[src/rtl/float_to_fixed_converter_pkg.sv]
`default_nettype none
// ============================================================================
// Module  : float_to_fixed_converter_pkg
// Brief   : IEEE-754 single-precision field constants and converter FSM states.
// Revision: 1.0 - initial release
// ============================================================================
package float_to_fixed_converter_pkg;

    localparam int          FP_BIAS        = 127;
    localparam int          FP_EXP_W       = 8;
    localparam int          FP_MAN_W       = 23;
    localparam logic [7:0]  FP_EXP_SPECIAL = 8'hFF;

    typedef enum logic [2:0] {
        S_IDLE   = 3'd0,
        S_DECODE = 3'd1,
        S_SHIFT  = 3'd2,
        S_FIX    = 3'd3,
        S_OUT    = 3'd4
    } state_t;

endpackage

`default_nettype wire

[src/rtl/float_to_fixed_converter_fp_unpack.sv]
`default_nettype none
// ============================================================================
// Module  : float_to_fixed_converter_fp_unpack
// Brief   : Splits a single-precision float into fields and classifies it.
// Revision: 1.0 - initial release
// ============================================================================
module float_to_fixed_converter_fp_unpack
    import float_to_fixed_converter_pkg::*;
(
    input  logic [31:0]         i_float,
    output logic                o_sign,
    output logic [FP_EXP_W-1:0] o_exp,
    output logic [FP_MAN_W-1:0] o_man,
    output logic                o_is_zero,
    output logic                o_is_nan,
    output logic                o_is_inf
);

    assign o_sign    = i_float[31];
    assign o_exp     = i_float[30:23];
    assign o_man     = i_float[22:0];
    // Denormals are flushed to zero along with true zeros.
    assign o_is_zero = (o_exp == '0);
    assign o_is_nan  = (o_exp == FP_EXP_SPECIAL) && (o_man != '0);
    assign o_is_inf  = (o_exp == FP_EXP_SPECIAL) && (o_man == '0);

endmodule

`default_nettype wire

[src/rtl/float_to_fixed_converter.sv]
`default_nettype none
// ============================================================================
// Module  : float_to_fixed_converter
// Brief   : Multi-cycle IEEE-754 single to signed Q(WIDTH-FRAC_BITS).FRAC_BITS.
// Revision: 1.0 - initial release
// ============================================================================
module float_to_fixed_converter
    import float_to_fixed_converter_pkg::*;
#(
    parameter int WIDTH     = 32,
    parameter int FRAC_BITS = 28
) (
    input  logic             clk,
    input  logic             rst_n,
    input  logic             i_in_valid,
    output logic             o_in_ready,
    input  logic [31:0]      i_float_in,
    output logic             o_out_valid,
    input  logic             i_out_ready,
    output logic [WIDTH-1:0] o_fixed_out,
    output logic             o_ovf,
    output logic             o_invalid
);

    localparam int                MAG_W     = WIDTH + 1;
    localparam logic signed [9:0] C_SH_OFF  = 10'(FRAC_BITS - FP_BIAS - FP_MAN_W);
    localparam logic signed [9:0] C_SH_MAX  = 10'(MAG_W - 24);
    localparam logic [MAG_W-1:0]  C_POS_LIM = {2'b00, {(WIDTH-1){1'b1}}};
    localparam logic [MAG_W-1:0]  C_NEG_LIM = {2'b01, {(WIDTH-1){1'b0}}};
    localparam logic [WIDTH-1:0]  C_MAX     = {1'b0, {(WIDTH-1){1'b1}}};
    localparam logic [WIDTH-1:0]  C_MIN     = {1'b1, {(WIDTH-1){1'b0}}};

    state_t                  r_state;
    logic [31:0]             r_float;
    logic                    r_sign;
    logic                    r_is_zero;
    logic                    r_is_nan;
    logic                    r_is_inf;
    logic [23:0]             r_mant24;
    logic signed [9:0]       r_sh;
    logic [MAG_W-1:0]        r_mag;
    logic                    r_in_ready;
    logic                    r_out_valid;
    logic [WIDTH-1:0]        r_fixed;
    logic                    r_ovf;
    logic                    r_invalid;

    logic                    w_sign;
    logic [FP_EXP_W-1:0]     w_exp;
    logic [FP_MAN_W-1:0]     w_man;
    logic                    w_is_zero;
    logic                    w_is_nan;
    logic                    w_is_inf;
    logic signed [9:0]       w_sh;
    logic [MAG_W-1:0]        w_mant_ext;
    logic [4:0]              w_rsh;
    logic [MAG_W-1:0]        w_mag;
    logic [WIDTH-1:0]        w_fixed;
    logic                    w_ovf;
    logic                    w_invalid;

    float_to_fixed_converter_fp_unpack u_unpack (
        .i_float   (r_float),
        .o_sign    (w_sign),
        .o_exp     (w_exp),
        .o_man     (w_man),
        .o_is_zero (w_is_zero),
        .o_is_nan  (w_is_nan),
        .o_is_inf  (w_is_inf)
    );

    assign w_sh       = $signed({2'b00, w_exp}) + C_SH_OFF;
    assign w_mant_ext = {{(MAG_W-24){1'b0}}, r_mant24};

    // Oversized left shifts clamp to all-ones so the saturation check still trips.
    always_comb begin
        w_mag = '0;
        w_rsh = 5'(-r_sh);
        if (r_sh > C_SH_MAX) begin
            w_mag = '1;
        end else if (r_sh >= 0) begin
            w_mag = w_mant_ext << r_sh[5:0];
        end else if (r_sh > -10'sd24) begin
            w_mag = w_mant_ext >> w_rsh;
        end
    end

    always_comb begin
        w_fixed   = '0;
        w_ovf     = 1'b0;
        w_invalid = 1'b0;
        if (r_is_nan) begin
            w_invalid = 1'b1;
        end else if (r_is_zero) begin
            w_fixed = '0;
        end else if (!r_sign) begin
            if (r_is_inf || (r_mag > C_POS_LIM)) begin
                w_fixed = C_MAX;
                w_ovf   = 1'b1;
            end else begin
                w_fixed = r_mag[WIDTH-1:0];
            end
        end else if (r_is_inf || (r_mag > C_NEG_LIM)) begin
            w_fixed = C_MIN;
            w_ovf   = 1'b1;
        end else begin
            w_fixed = -r_mag[WIDTH-1:0];
        end
    end

    always_ff @(posedge clk or negedge rst_n) begin
        if (!rst_n) begin
            r_state     <= S_IDLE;
            r_float     <= '0;
            r_sign      <= 1'b0;
            r_is_zero   <= 1'b0;
            r_is_nan    <= 1'b0;
            r_is_inf    <= 1'b0;
            r_mant24    <= '0;
            r_sh        <= '0;
            r_mag       <= '0;
            r_in_ready  <= 1'b1;
            r_out_valid <= 1'b0;
            r_fixed     <= '0;
            r_ovf       <= 1'b0;
            r_invalid   <= 1'b0;
        end else begin
            case (r_state)
                S_IDLE: begin
                    if (i_in_valid && r_in_ready) begin
                        r_float    <= i_float_in;
                        r_in_ready <= 1'b0;
                        r_state    <= S_DECODE;
                    end
                end
                S_DECODE: begin
                    r_sign    <= w_sign;
                    r_is_zero <= w_is_zero;
                    r_is_nan  <= w_is_nan;
                    r_is_inf  <= w_is_inf;
                    r_mant24  <= {1'b1, w_man};
                    r_sh      <= w_sh;
                    r_state   <= S_SHIFT;
                end
                S_SHIFT: begin
                    r_mag   <= w_mag;
                    r_state <= S_FIX;
                end
                S_FIX: begin
                    r_fixed     <= w_fixed;
                    r_ovf       <= w_ovf;
                    r_invalid   <= w_invalid;
                    r_out_valid <= 1'b1;
                    r_state     <= S_OUT;
                end
                S_OUT: begin
                    if (i_out_ready) begin
                        r_fixed     <= '0;
                        r_ovf       <= 1'b0;
                        r_invalid   <= 1'b0;
                        r_out_valid <= 1'b0;
                        r_in_ready  <= 1'b1;
                        r_state     <= S_IDLE;
                    end
                end
                default: begin
                    r_out_valid <= 1'b0;
                    r_in_ready  <= 1'b1;
                    r_state     <= S_IDLE;
                end
            endcase
        end
    end

    assign o_in_ready  = r_in_ready;
    assign o_out_valid = r_out_valid;
    assign o_fixed_out = r_fixed;
    assign o_ovf       = r_ovf;
    assign o_invalid   = r_invalid;

endmodule

`default_nettype wire
[config.mk]
export PLATFORM = sky130hd
export DESIGN_NAME = float_to_fixed_converter
export DESIGN_NICKNAME = d
export VERILOG_FILES = /design/src/rtl/float_to_fixed_converter_pkg.sv /design/src/rtl/float_to_fixed_converter_fp_unpack.sv /design/src/rtl/float_to_fixed_converter.sv
export SDC_FILE = /design/constraint.sdc
export NUM_CORES = 1
export LEC_CHECK = 0
export ABC_AREA = 0
export CORE_ASPECT_RATIO = 2
export CORE_MARGIN = 4
export CORE_UTILIZATION = 60
export DETAILED_ROUTE_END_ITERATION = 16
export GPL_TIMING_DRIVEN = 0
export PLACE_DENSITY_LB_ADDON = 0.3
export SETUP_SLACK_MARGIN = 0.5
export SYNTH_ARGS = -nofsm -noshare
export SYNTH_HDL_FRONTEND = slang
export SYNTH_SLANG_ARGS = --single-unit
[constraint.sdc]
create_clock -name clk -period 3.75 [get_ports clk]
set_input_delay 0.9375 -clock clk [delete_from_list [all_inputs] [get_ports clk]]
set_output_delay 0.9375 -clock clk [all_outputs]
set_load 0.005 [all_outputs]
# After elaboration in Yosys (flattened, before gate mapping)

Cells that the tools add are included.

$lt $le $gt $ge: 5
Bitwise operators: 2
Add/subtract/negate cells: 3
Equal/unequal tests: 7
Muxes and demuxes: 26
Reduce and logical (&&, ||, !) cells: 17
Shift-type cells: 2

Operators with widths:

| kind                   | number |
|---|---|
| $mux W32               | 6 |
| $mux W33               | 3 |
| $pmux W32 S2           | 1 |
| $gt A33 B31 Y1 const B | 1 |
| $gt A33 B32 Y1 const B | 1 |
| $shl A24 B6 Y33        | 1 |
| $shr A24 B5 Y33        | 1 |
| $neg A32 Y32           | 1 |
| $logic_not A23 Y1      | 1 |
| $reduce_bool A23 Y1    | 1 |
| $pmux W3 S5            | 1 |
| $add A9 B8 Y10 const B | 1 |
| $ge A10 B1 Y1 const B  | 1 |
| $gt A10 B5 Y1 const B  | 1 |
| $gt A10 B6 Y1 const B  | 1 |
| $mux W1                | 9 |
| $eq A8 B8 Y1 const B   | 1 |
| $logic_not A8 Y1       | 1 |
| $reduce_and A2 Y1      | 4 |
| $eq A3 B2 Y1 const B   | 2 |
| $mux W3                | 2 |
| $pmux W1 S3            | 2 |
| $reduce_or A3 Y1       | 2 |
| $neg A5 Y5             | 1 |
| other kinds (10)       | 16 |

Logic and storage cells: 76
Output and inout port bits: 36
Flip-flop bits (word level): 142

# Longest topological paths before layout

Gate-level depths: netlist (run 1).

Depth in word-level cells: 7
Mapped depth: 13
Mapped depth without buffers: 7

# By module

Synthesis (run 1) repeated with hierarchy kept, for this count alone.

Cells, all modules: 1034
Area, all modules: 9799.4 um^2

Modules (own cells, without submodules):

| module                             | times used | area an instance (um^2) | cells an instance | sequential area each (um^2) |
|---|---|---|---|---|
| float_to_fixed_converter           | 1          | 9457.8                  | 986               | 3554.7 |
| float_to_fixed_converter_fp_unpack | 1          | 341.6                   | 48                | 0.0 |

# Worst setup path after synthesis (run 1)

Ideal clock, no wire load.

Path type: reg-to-reg
From: register r_sh[0]
To: register r_mag[11]
Slack: 601 ps
Clock period less this slack: 3149 ps
Buffers on the path: 6
Library setup time: 126 ps
Data arrival time: 3024 ps
Stages on the path, launching flop included: 14
Path through: dfrtp_1 buf_2 buf_4 buf_4 inv_2 buf_2 ha_1 buf_2 buf_2 mux4_2 mux2i_1 mux2i_1 a221oi_1 nor2_1

Cells in the longest elaborated chain, start to end: 5
Elaborated cells on any way between the ends: 9
Classes of those cells: 1 x add/sub; 3 x order compare; 2 x shift; 3 x mux

RTL lines:

| item                     | RTL line                        | text |
|---|---|---|
| start: declaration       | float_to_fixed_converter.sv:40  | `logic signed [9:0] r_sh;` |
| start signal: assignment | float_to_fixed_converter.sv:142 | `r_sh <= w_sh;` |
| $neg A5 Y5               | float_to_fixed_converter.sv:78  | `w_rsh = 5'(-r_sh);` |
| $shr A24 B5 Y33          | float_to_fixed_converter.sv:84  | `w_mag = w_mant_ext >> w_rsh;` |
| $mux W33                 | float_to_fixed_converter.sv:83  | `end else if (r_sh > -10'sd24) begin` |
| $mux W33                 | float_to_fixed_converter.sv:81  | `end else if (r_sh >= 0) begin` |
| $mux W33 (*)             | float_to_fixed_converter.sv:79  | `if (r_sh > C_SH_MAX) begin` |
| end signal: assignment   | float_to_fixed_converter.sv:146 | `r_mag <= w_mag;` |
| end: declaration         | float_to_fixed_converter.sv:41  | `logic [MAG_W-1:0] r_mag;` |

Every way passes the cells marked *; elsewhere a longest branch is shown, timed or not.
A chain may end at the register's enable or synchronous reset.

# Final worst setup path (run 1)

From: register r_sh[0]
To: register r_mag[14]

Same word-level chain as after synthesis.

==> results.json, run 1 <==
{
  "outcome": "completed",
  "cp.required_ns": 4.05,
  "timing.final.crit_period_ns": 3.14,
  "floorplan.die_area_mm2": 0.0185,
  "drc": 0,
  "cts_num_sinks": 142,
  "count_of_standard_cell_rows": 65,
  "floorplan.die.width_um": 98.2,
  "gp_congestion": 1.03,
  "timing_worst_slew_pin_value_ns": 1.03,
  "cts.hold.buffers_added": 0,
  "wl_um": 35700,
  "setup_violations": 0,
  "layout_setup_ws_ns": 0.606,
  "drive_gt1_share_pct": 19.7,
  "synth.avg_cell_area_um2": 9.50,
  "synth_top_cell_by_area": "sky130_fd_sc_hd__dfrtp_1",
  "drv_slew": 0,
  "coreArea_mm2": 0.0159,
  "syn_area_mm2": 0.00977,
  "timing.slew.headroom_pct": 30.8,
  "netlist_instances": 1028,
  "setup_crit_path_kind": "reg2reg",
  "worst-path-max-fanout": 10,
  "grt_pass1_vias": 9643,
  "ys_async_sr_fraction_pct": 100,
  "worst_reg2reg_path_startpoint": "r_sh[0]",
  "synth_fp_nets": 1069,
  "dp_cells": 1301,
  "yosys.cell_types.count": 83,
  "synth_seq_area_share_pct": 36.4,
  "synth_common_cells": "sky130_fd_sc_hd__nand2_1, sky130_fd_sc_hd__dfrtp_1, sky130_fd_sc_hd__nor2_1",
  "cellLeakagePower_nw": 4.65,
  "final_util_pct": 73.3,
  "io_buffers": 71,
  "timing.critical_path.to_type": "register",
  "ir_drop_mv": 0.728,
  "first_pass_iters": 7,
  "worst-endpoint-arrival_ns": 3.44,
  "tritoncts": "yes",
  "synthMostInstantiatedCell": "sky130_fd_sc_hd__nand2_1",
  "clockRootBuffer": "sky130_fd_sc_hd__clkbuf_16",
  "grt_max_degree": 101,
  "portion_of_the_clock_cycle_consumed_by_the_worst_path_in_the_final_layout_pct": 83.8,
  "worstSetupStartpointType": "register",
  "rsz0062_at_grt": "yes",
  "die_height_um": 188,
  "finalNetCount": 1164,
  "cts_inserted_buffers": 17,
  "stdcell_count": 1337,
  "place.detailed.hpwl_um": 27600,
  "number_of_max_capacitance_violations_reported": 0,
  "yosysWarnings": 0,
  "netlist_top_cells_area": "sky130_fd_sc_hd__dfrtp_1, sky130_fd_sc_hd__mux4_2, sky130_fd_sc_hd__nand2_1",
  "synth_enable_flop_cells": 0,
  "yosysTopAreaCellShare_pct": 36.1,
  "post_drt_wl_per_cell_um": 26.7,
  "initialDrtViolationCount": 730,
  "antenna_cells_inserted": 0,
  "clk_pin_slew_worst_paths_ns": 0.07,
  "cts-htree-levels": 4,
  "area.growth.synth_to_final_pct": 19.0,
  "n_fill_cell": 1194,
  "clock_latency_on_the_worst_skew_pair_ns": 0.43,
  "critPathLaunch": "r_sh[0]",
  "detailroute.via_count": 9326,
  "grt_overflow": 0,
  "power_density_mw_per_mm2": 1070,
  "detail-route-antenna-nets": 0,
  "grt_first_pass_wirelength_um": 55000,
  "hold_path_class": "in2async",
  "route.detailed.vias_per_inst": 6.98,
  "antenna_found_initial": 0,
  "ys_dominant_reg_cell": "sky130_fd_sc_hd__dfrtp_1",
  "grt.total_usage_pct": 39.4,
  "preCtsSetupSlack_ns": -0.528,
  "max_freq_mhz": 318,
  "clk_path_buf_depth": 2,
  "power_w": 0.0124,
  "ys_ff_latch": 142,
  "ios": 72,
  "report.final.hold_viol_count": 0,
  "initial_utilization_pct": 61.6,
  "timing.clock.skew_ns": 0.0116
}
==> per-layer routing <==
layer  up-vias  part of all wire, %  global-route usage, %
met5         -                    0                      0
li1       4037                    -                      -
met1      4459                   30                   36.9
met4         0                   12                   36.8
met3       250                  5.6                   6.34
met2       580                   52                   70.5
==> flip-flops by register name, indices dropped and copies added (netlist names) <==
signal,cells
r_sh,10
o_ovf,1
o_fixed_out,32
r_mag,33
o_out_valid,1
r_is_zero,1
r_is_nan,1
r_state,3
r_is_inf,1
o_invalid,1
r_sign,1
r_float,32
r_mant24,24
o_in_ready,1
==> final cells by class <==
cell class / count / area (um^2) / area share [%]
multi-input combinational: 778 / 5850 / 50.3
sequential: 142 / 3550 / 30.6
timing repair buffer: 76 / 769 / 6.62
buffer: 92 / 518 / 4.46
clock buffer: 17 / 425 / 3.66
tap: 201 / 251 / 2.16
clock inverter: 15 / 186 / 1.60
inverter: 16 / 66.3 / 0.571
==> logic make-up (layout without fill, tap and decap cells) <==
logic type	after synthesis	after routing	synth area share (%)
DFF	142	142	36.4
xor gates and xnor gates	20	20	1.79
buffers and inverters	108	216	5.16
muxes	131	131	20.1
AOI/OAI and AO/OA	228	228	16.5
adders and majority gates	5	5	0.641
and+or+nand+nor	394	394	19.4
==> final timing paths <==
check                             endpoint  slack, ns  cells past startpoint
min                         o_fixed_out[9]       0.41                      1
min reg2reg                o_fixed_out[16]       0.48                      2
max                              r_mag[14]       0.61                     12
max in group asynchronous      r_mant24[4]       2.51                      2
min in group clk           o_fixed_out[16]       0.48                      2
max reg2reg                      r_mag[14]       0.61                     12
==> power breakdown <==
part / switching, W / internal (W)
Combinational: 0.00429 / 0.00314
Clock: 0.000816 / 0.000964
Sequential: 0.000932 / 0.00226
Total: 0.00604 / 0.00637
==> per-stage QoR <==
| step | setup TNS [ns] | area, um^2 | hold slack (ns) |
|---|---|---|---|
| global placement | -525.31 | 10700 | 0.460 |
| finish | 0 | 11600 | 0.408 |
| global route | 0 | 11600 | 0.437 |
| detailed placement | -3.28 | 10800 | 0.467 |
| floorplan | 0 | 9770 | 0.432 |
| CTS | 0 | 11500 | 0.422 |
==> what timing repair did <==
item | CTS | global route
gates resized for setup | 40 | 21
buffers inserted | 2 | 2
pin swaps | 4 | 1
setup endpoints to repair | 33 | 31
==> placed cells by master, fill, tap and decap left out, drive strengths merged, types with 4 or more instances in the layout <==
cell / synthesis / layout
a31oi: 11 / 11
nor3: 33 / 33
dfrtp: 141 / 141
a211oi: 16 / 16
or4: 7 / 7
nand2: 168 / 168
nor2: 79 / 79
mux2: 37 / 37
mux4: 48 / 48
xor2: 7 / 7
ha: 5 / 5
inv: 12 / 21
o22ai: 11 / 11
nand4: 19 / 19
nor3b: 6 / 6
clkinv: 4 / 7
a221oi: 7 / 7
o211ai: 9 / 9
and3: 12 / 12
and2: 4 / 4
a32o: 8 / 8
o21ai: 41 / 41
a22o: 13 / 13
a21oi: 49 / 49
clkbuf: 55 / 71
mux2i: 46 / 46
clkdlybuf4s50: 0 / 70
buf: 36 / 43
xnor2: 13 / 13
or3: 5 / 5
nand3: 15 / 15
or2: 11 / 11
nor4: 18 / 18
o31ai: 23 / 23
==> worst max-delay path, cell delays in order (launching register included) <==
cell	delay, ns
sky130_fd_sc_hd__dfrtp_1	0.39
sky130_fd_sc_hd__buf_6	0.16
sky130_fd_sc_hd__buf_8	0.16
sky130_fd_sc_hd__buf_8	0.16
sky130_fd_sc_hd__inv_4	0.15
sky130_fd_sc_hd__buf_4	0.24
sky130_fd_sc_hd__ha_4	0.15
sky130_fd_sc_hd__clkbuf_4	0.21
sky130_fd_sc_hd__nor2_1	0.07
sky130_fd_sc_hd__mux2i_2	0.46
sky130_fd_sc_hd__nor2_1	0.28
sky130_fd_sc_hd__a221oi_2	0.47
sky130_fd_sc_hd__a21oi_1	0.11
Power figures use the tool's default switching activity.
==> run 2: changes to the inputs <==
--- a/config.mk
+++ b/config.mk
@@ -8,7 +8,7 @@
 export ABC_AREA = 0
 export CORE_ASPECT_RATIO = 2
 export CORE_MARGIN = 4
-export CORE_UTILIZATION = 60
+export CORE_UTILIZATION = 54
 export DETAILED_ROUTE_END_ITERATION = 16
 export GPL_TIMING_DRIVEN = 0
 export PLACE_DENSITY_LB_ADDON = 0.3
==> constraint.sdc (replaced) <==
create_clock -name clk -period 2.66 [get_ports clk]
set_input_delay 0.665 -clock clk [delete_from_list [all_inputs] [get_ports clk]]
set_output_delay 0.665 -clock clk [all_outputs]
set_load 0.005 [all_outputs]
==> results.json, run 2 (synthesis gave the netlist of run 1 again) <==
{
  "area.growth.synth_to_final_pct": 32.3,
  "post_drt_wl_per_cell_um": 28.1,
  "worst-path-max-fanout": 10,
  "io_buffers": 71,
  "first_pass_iters": 5,
  "timing.clock.skew_ns": 0.0105,
  "floorplan.die.width_um": 103,
  "final_cell_mix": "sky130_fd_sc_hd__nand2_1, sky130_fd_sc_hd__dfrtp_1, sky130_fd_sc_hd__nor2_1, sky130_fd_sc_hd__clkdlybuf4s50_1, sky130_fd_sc_hd__mux4_2",
  "grt_first_pass_wirelength_um": 59400,
  "timing.final.crit_period_ns": 2.71,
  "placed_cell_area_mm2": 0.0109,
  "preCtsSetupSlack_ns": -0.827,
  "regToRegEndpoint": "r_mag[3]",
  "final_util_pct": 72.6,
  "final.hold.worst_slack_ns": 0.202,
  "timing.critical_path.to_type": "register",
  "coreArea_mm2": 0.0178,
  "power_density_mw_per_mm2": 1600,
  "clk_pin_slew_worst_paths_ns": 0.06,
  "timing.slew.headroom_pct": 44.0,
  "post_route_cell_area_mm2": 0.0129,
  "layout.cells.most_common": "sky130_fd_sc_hd__nand2_1",
  "clk_path_buf_depth": 2,
  "grt_pass1_vias": 10100,
  "max_freq_mhz": 368,
  "rrSetupSlack_ns": -0.05,
  "cp.required_ns": 2.97,
  "timing_worst_slew_pin_value_ns": 0.840,
  "clock_latency_on_the_worst_skew_pair_ns": 0.44,
  "n_fill_cell": 1320,
  "setup_crit_path_kind": "reg2reg",
  "drc": 0,
  "rsz0062_at_grt": "yes",
  "grt.total_usage_pct": 40.1,
  "portion_of_the_clock_cycle_consumed_by_the_worst_path_in_the_final_layout_pct": 102,
  "violations_in_the_final_reports": "setup timing",
  "gp_congestion": 1.10,
  "die_height_um": 198,
  "tritoncts": "yes",
  "report.final.hold_viol_count": 0,
  "rr_worst_depth": 12,
  "grt_max_degree": 85,
  "cts_num_sinks": 142,
  "initial_utilization_pct": 54.9,
  "outcome": "finished with violations",
  "grt_overflow": 0,
  "finalNetCount": 1210,
  "place.detailed.hpwl_um": 27800,
  "wl_um": 39100,
  "drv_slew": 0,
  "cts-htree-levels": 4,
  "detailroute.via_count": 9611,
  "cellLeakagePower_nw": 5.13,
  "cts_inserted_buffers": 17,
  "route.detailed.vias_per_inst": 6.89,
  "antenna_found_initial": 0,
  "hold_path_class": "in2async",
  "largest_register_ffs": 33,
  "clockRootBuffer": "sky130_fd_sc_hd__clkbuf_16",
  "ios": 72,
  "antenna_cells_inserted": 0,
  "layout_setup_ws_ns": -0.0542,
  "count_of_standard_cell_rows": 69,
  "worst-endpoint-arrival_ns": 3.03,
  "floorplan.die_area_mm2": 0.0204,
  "initialDrtViolationCount": 522,
  "worstSetupStartpointType": "register",
  "detail-route-antenna-nets": 0,
  "setup_violations": 8,
  "max_flop_register": "r_mag",
  "ir_drop_mv": 0.853,
  "drive_gt1_share_pct": 29.6,
  "timing.setup.tns_ns": -0.251,
  "worst_reg2reg_path_startpoint": "r_sh[1]",
  "number_of_max_capacitance_violations_reported": 0
}
-- run 2: changes by cell type in the layout (fill, tap and decap cells not counted), moves of 9 or more --
cell / change
sky130_fd_sc_hd__mux2i_4: +11
sky130_fd_sc_hd__buf_2: -10
sky130_fd_sc_hd__clkbuf_1: -9
sky130_fd_sc_hd__mux2i_1: -12
sky130_fd_sc_hd__buf_4: +30
-- run 2: metal layers --
layer  vias up  track usage (%)  wire length, um  share of wire (%)
met2       593             70.3            20600                 53
met4         0             37.8             4730                 12
met3       296             9.70             2750                7.0
met5         -                0                0                  0
li1       4109                -                -                  -
met1      4613             35.3            11100                 28
-- run 2: layout make-up --
| type | count | area (um^2) | share of cell area [%] |
|---|---|---|---|
| clock inverter | 12 | 185 | 1.43 |
| multi-input combinational | 779 | 6470 | 50.1 |
| timing repair buffer | 121 | 1210 | 9.38 |
| sequential | 142 | 3560 | 27.5 |
| tap | 213 | 267 | 2.06 |
| buffer | 92 | 711 | 5.50 |
| inverter | 16 | 76.3 | 0.591 |
| clock buffer | 19 | 443 | 3.43 |
-- run 2: worst max path at each step --
stage | from | end | slack [ns]
global placement | rst_n | o_fixed_out[8] | -4.64
global route | r_sh[0] | r_mag[1] | -0.08
finish | r_sh[1] | r_mag[3] | -0.05
CTS | r_sh[0] | r_mag[2] | 0.05
detailed placement | r_sh[1] | r_mag[21] | -0.83
floorplan | r_sh[0] | r_mag[8] | 0.12
-- run 2: where the power goes --
part	internal, W	switching [W]
clock network	0.00160	0.00100
registers	0.00319	0.00135
logic	0.00613	0.00743
-- run 2: through the flow --
stage	total power (W)	std cells
floorplan	0.0110	1028
global placement	0.0144	1312
detailed placement	0.0145	1313
CTS	0.0195	1390
global route	0.0215	1394
finish	0.0207	1394
-- run 2: timing repair --
item	CTS	global route
gates resized for setup	160	45
pin swaps	33	7
cloned	4	0
hold buffers	0	0
hold endpoints to repair	0	0
endpoints found under the setup margin	94	95
buffers inserted	42	4
-- run 2: critical path: stages, from the launching register on --
cell and delay [ns]:
sky130_fd_sc_hd__dfrtp_1 0.41, sky130_fd_sc_hd__buf_8 0.16, sky130_fd_sc_hd__buf_12 0.12, sky130_fd_sc_hd__buf_8 0.10, sky130_fd_sc_hd__clkinvlp_4 0.10, sky130_fd_sc_hd__ha_4 0.34, sky130_fd_sc_hd__buf_12 0.15, sky130_fd_sc_hd__buf_6 0.18
sky130_fd_sc_hd__mux4_2 0.36, sky130_fd_sc_hd__mux2i_4 0.22, sky130_fd_sc_hd__o32ai_2 0.12, sky130_fd_sc_hd__o21ai_2 0.23, sky130_fd_sc_hd__a21oi_1 0.09
